==> src/rtl/ahb_arbiter.sv <==
// Round-robin AHB bus arbiter: one-hot grant, address/data-phase owner indices
// and hmastlock; ownership is held across bursts and locked sequences.
module ahb_arbiter #(
   parameter int NUM_REQ       = 4,
   parameter int HMASTER_WIDTH = 4,
   parameter int DEFAULT_REQ   = 0
) (
   input  logic                     hclk,
   input  logic                     hrst,
   input  logic [NUM_REQ-1:0]       hbusreq,
   input  logic [NUM_REQ-1:0]       hlock,
   input  logic [1:0]               htrans,
   input  logic [2:0]               hburst,
   input  logic                     hready,
   output logic [NUM_REQ-1:0]       hgrant,
   output logic [HMASTER_WIDTH-1:0] hmaster,
   output logic [HMASTER_WIDTH-1:0] hmaster_data,
   output logic                     hmastlock,
   output logic [1:0]               fsm_state
);

   localparam logic [1:0] ST_PARK  = 2'd0;
   localparam logic [1:0] ST_BURST = 2'd1;
   localparam logic [1:0] ST_INCR  = 2'd2;

   localparam logic [1:0] TR_IDLE   = 2'd0;
   localparam logic [1:0] TR_NONSEQ = 2'd2;
   localparam logic [1:0] TR_SEQ    = 2'd3;

   localparam int NSLOT = 1 << HMASTER_WIDTH;

   logic [1:0]               st, st_n;
   logic [4:0]               cnt, cnt_n;
   logic                     lk;
   logic                     ap, take;
   logic [HMASTER_WIDTH-1:0] win, idx;
   logic                     found;
   logic [NSLOT-1:0]         req_ext, lock_ext;

   // Widened to the full index space so non-existent managers read as zero.
   assign req_ext   = NSLOT'(hbusreq);
   assign lock_ext  = NSLOT'(hlock & hbusreq);
   assign hmastlock = lk;
   assign fsm_state = st;

   // Handshake: a transfer is accepted on an edge with hready=1; on any edge
   // with hready=0 nothing advances and every register holds.
   always_comb begin
      st_n  = st;
      cnt_n = cnt;
      ap    = 1'b0;
      if (htrans == TR_NONSEQ) begin
         case (hburst)
            3'd0: begin
               st_n  = ST_PARK;
               cnt_n = 5'd0;
               ap    = 1'b1;
            end
            3'd1: begin
               st_n  = ST_INCR;
               cnt_n = 5'd0;
            end
            3'd2, 3'd3: begin
               st_n  = ST_BURST;
               cnt_n = 5'd3;
            end
            3'd4, 3'd5: begin
               st_n  = ST_BURST;
               cnt_n = 5'd7;
            end
            default: begin
               st_n  = ST_BURST;
               cnt_n = 5'd15;
            end
         endcase
      end else begin
         case (st)
            ST_PARK: ap = 1'b1;
            ST_BURST: begin
               if (htrans == TR_IDLE || cnt == 5'd0) begin
                  st_n  = ST_PARK;
                  cnt_n = 5'd0;
                  ap    = 1'b1;
               end else if (htrans == TR_SEQ) begin
                  cnt_n = cnt - 5'd1;
                  if (cnt == 5'd1) begin
                     st_n = ST_PARK;
                     ap   = 1'b1;
                  end
               end
            end
            ST_INCR: begin
               if (htrans == TR_IDLE || !req_ext[hmaster]) begin
                  st_n = ST_PARK;
                  ap   = 1'b1;
               end
            end
            default: begin
               st_n  = ST_PARK;
               cnt_n = 5'd0;
               ap    = 1'b1;
            end
         endcase
      end
   end

   // Search starts just past the owner; the owner itself is examined last.
   always_comb begin
      win   = HMASTER_WIDTH'(DEFAULT_REQ);
      found = 1'b0;
      idx   = '0;
      for (int i = 1; i <= NUM_REQ; i++) begin
         idx = HMASTER_WIDTH'(((int'(hmaster) + i) >= NUM_REQ) ?
                             (int'(hmaster) + i - NUM_REQ) : (int'(hmaster) + i));
         if (!found && req_ext[idx]) begin
            found = 1'b1;
            win   = idx;
         end
      end
   end

   assign take = ap && !(lk && lock_ext[hmaster]);

   always_ff @(posedge hclk) begin
      if (hrst) begin
         st           <= ST_PARK;
         cnt          <= 5'd0;
         lk           <= 1'b0;
         hmaster      <= HMASTER_WIDTH'(DEFAULT_REQ);
         hmaster_data <= HMASTER_WIDTH'(DEFAULT_REQ);
         hgrant       <= NUM_REQ'(1) << DEFAULT_REQ;
      end else if (hready) begin
         st           <= st_n;
         cnt          <= cnt_n;
         hmaster_data <= hmaster;
         if (take) begin
            hmaster <= win;
            hgrant  <= NUM_REQ'(1) << win;
            lk      <= lock_ext[win];
         end
      end
   end

endmodule

==> config.mk <==
export PLATFORM = sky130hd
export DESIGN_NAME = ahb_arbiter
export DESIGN_NICKNAME = d
export VERILOG_FILES = /design/src/rtl/ahb_arbiter.sv
export SDC_FILE = /design/constraint.sdc
export NUM_CORES = 1
export LEC_CHECK = 0
export ABC_CLOCK_PERIOD_IN_PS = 3900
export BUFFER_PORTS_ARGS = -buffer_cell sky130_fd_sc_hd__buf_2
export CELL_PAD_IN_SITES_DETAIL_PLACEMENT = 2
export CELL_PAD_IN_SITES_GLOBAL_PLACEMENT = 2
export CORE_UTILIZATION = 34
export CTS_CLUSTER_SIZE = 12
export DETAILED_ROUTE_END_ITERATION = 6
export PLACE_DENSITY = 0.82
export SLEW_MARGIN = 20
export SYNTH_ARGS = -nofsm -noshare
export SYNTH_HDL_FRONTEND = slang
export SYNTH_SLANG_ARGS = --single-unit
export TNS_END_PERCENT = 30
==> constraint.sdc <==
create_clock -name hclk -period 3.9 [get_ports hclk]
set_clock_uncertainty 0.2 [all_clocks]
set_input_delay 0.585 -clock hclk [delete_from_list [all_inputs] [get_ports hclk]]
set_output_delay 0.585 -clock hclk [all_outputs]
set_load 0.05 [all_outputs]
==> impl_metrics.yaml <==
status:
  status: "completed"
placement:
  gp_congestion: 0.7702
  numPortBuffers: 30
  dp_hpwl_um: 4187
  place_inst: 300
clock_network:
  cts_tree: "done"
  post_cts_buffers: 0
  cts.sinks: 20
  cts.htree.levels: 1
  ctsHoldBuffers: 0
  cts.clk_slew.worst_paths_ps: 80
  cts-resized-gates: 0
  clockRootBuffer: "clkbuf_8"
  clk_path_buf_depth: 2
  cts_made_buffers: 3
  clk_latency_ps: 260
synth:
  yosys.cell_types.count: 59
  ys.flop_type: "dfxtp_1"
  yosys-top-cells-area: "dfxtp_1 (22%), ha_1 (14%), nor2_1 (5.2%)"
  syn_nets: 239
  yosysMostFrequentCell: "nor2_1"
  netlist_instances: 203
  avgSynthCellArea_sq_um: 8.826
  yosysWarnings: 0
  async_flop_share_pct: 0
  ys_seq_area_share_pct: 22.35
  yosys-top-cells-count: "nor2_1 (25), dfxtp_1 (20), ha_1 (20)"
  synth-edff-count: 0
  netlist.area_leader.share_pct: 22.35
  synth_area_sq_um: 1792
  synth.largest_area_cell: "dfxtp_1"
  synth-seq-cells: 20
pwr:
  ir_drop_mv: 0.1929
  p_leak_nw: 0.8756
  power_mw: 0.7191
  power_density_nw_per_um2: 345.6
timing:
  hold_violations: 0
  setup_viol: 0
  slew-limit-headroom_pct: 60.93
  drv_slew: 0
  worst_pin_slew_ps: 584.8
  fin_tns_setup_ps: 0
  period_minus_slack_ps: 3573
  period_share_pct: 91.62
  rsz0062_at_grt: "no"
  fmax_mhz: 279.9
run:
  maxCapViolCount: 0
global_route:
  grt.overflow.total: 0
  grt_pass1_wl_um: 8990
  grt_antenna_before_repair: 0
  grt_pass1_vias: 1774
  grtUsageTotal_pct: 21.40
  grt_max_degree: 23
route:
  routed_via_density: 5.609
  wl_per_cell_um: 17.79
  drt-pass1-iter-count: 5
  ant_nets: 0
  drc_errors: 0
  drt-total-wl_um: 5409
  vias: 1705
  first_iter_violations: 35
floorplan:
  initial_utilization_pct: 35.31
  rows: 26
  io-pin-count: 31
  die_h_um: 74.60
  core_area_sq_um: 5075
  die_w_um: 74.60
  dieArea_sq_um: 5564
finish:
  nNetsFinal: 271
  stdcell_count: 304
  fin_util_pct: 41.00
  n_antenna_cell: 0
  drive_gt1_share_pct: 24.36
  area_growth_syn_to_layout_pct: 16.13
  fillerInstances: 625
setup_path:
  crit_required_ps: 3860
  critPathMaxStageDelay_ps: 420
  critPathSlowestCell: "a2111o_1"
  path_cells: "inv_1 > ha_1 > xor2_1 > inv_1 > ha_1 > a2bb2oi_1 > o2bb2ai_1 > o211a_1 > o41ai_4 > a22o_2 > a2111o_1 > o311ai_1"
  critPathLaunchType: "register"
  path_class: "reg2reg"
  crit_fanout: 7
  arrival_ps: 3540
  worstSetupEndpointType: "register"
hold_path:
  hp-class: "reg2reg"
==> power breakdown <==
group          internal [mW]  total (mW)  switching [mW]
sequential             0.219       0.234          0.0144
clock                 0.0898       0.157          0.0676
combinational          0.123       0.328           0.205
==> layout make-up <==
class | count | area [sq um] | area share (%)
Clock buffer | 4 | 55.05 | 2.646
Multi-Input combinational cell | 158 | 1284 | 61.70
Tap cell | 70 | 87.58 | 4.209
Sequential cell | 20 | 400.4 | 19.24
Timing Repair Buffer | 35 | 187.7 | 9.020
Inverter | 17 | 66.31 | 3.187
==> cell usage in the layout, fill, tap and decap left out, drive strengths merged, types with 3 or more instances in the layout <==
| cell | netlist | layout |
|---|---|---|
| xnor2 | 4 | 4 |
| ha | 20 | 20 |
| a211oi | 6 | 6 |
| a31oi | 3 | 3 |
| nor2b | 4 | 4 |
| nand2 | 13 | 13 |
| nor3 | 7 | 7 |
| mux4 | 5 | 5 |
| a21oi | 7 | 7 |
| inv | 17 | 17 |
| mux2i | 5 | 5 |
| buf | 2 | 35 |
| a41oi | 3 | 3 |
| o21ai | 10 | 10 |
| or4b | 3 | 3 |
| dfxtp | 20 | 20 |
| nor2 | 25 | 25 |
| clkbuf | 6 | 4 |
| o211ai | 4 | 4 |
==> per-layer routing <==
metal / global-route usage [%] / vias up / wire (um)
met2: 39.84 / 19 / 2805
met3: 2.981 / 4 / 102
met4: 3.774 / 0 / 33
met1: 26.29 / 858 / 2468
li1: - / 824 / -
met5: 0 / - / 0
==> cells by family after synthesis <==
group           share of synthesized area (%)
buf+inv                                 6.006
flops                                   22.35
compound gates                          26.82
simple gates                            17.18
fa+ha+maj                               13.97
xor+xnor                                2.933
mux                                     10.75
==> registers in the layout (all words and copies together), names as in the netlist <==
| signal | count |
|---|---|
| cnt | 5 |
| hgrant | 4 |
| hmaster | 4 |
| hmaster_data | 4 |
| fsm_state | 2 |
| hmastlock | 1 |
==> final timing paths <==
path / endpoint / slack (ps) / from / cells after the start
max: hmastlock$_SDFFE_PP0P_ / 330 / hmaster[1]$_SDFFE_PP0P_ / 12
min: hgrant[3]$_SDFFE_PP0P_ / 260 / hgrant[3]$_SDFFE_PP0P_ / 2
max reg2reg: hmastlock$_SDFFE_PP0P_ / 330 / hmaster[1]$_SDFFE_PP0P_ / 12
min reg2reg: hgrant[3]$_SDFFE_PP0P_ / 260 / hgrant[3]$_SDFFE_PP0P_ / 2
==> critical path: cells and delay by family, from the launching register on <==
kind            cells  cell delay [ps]
buf+inv             2              390
flops               1              360
fa+ha+maj           2              510
xor+xnor            1              280
compound gates      7             1730
==> per-stage QoR <==
| step | setup WS (ps) | instance area [sq um] | hold slack (ps) |
|---|---|---|---|
| finish | 326.7 | 2081 | 257.3 |
| global placement | 541.9 | 2026 | 243.2 |
| detailed placement | 348.7 | 2026 | 250.5 |
| global route | 93.57 | 2081 | 300.7 |
| floorplan | 268.9 | 1792 | 228.7 |
| CTS | 331.0 | 2081 | 267.2 |
Note: power is estimated with default switching activity, not from simulation.
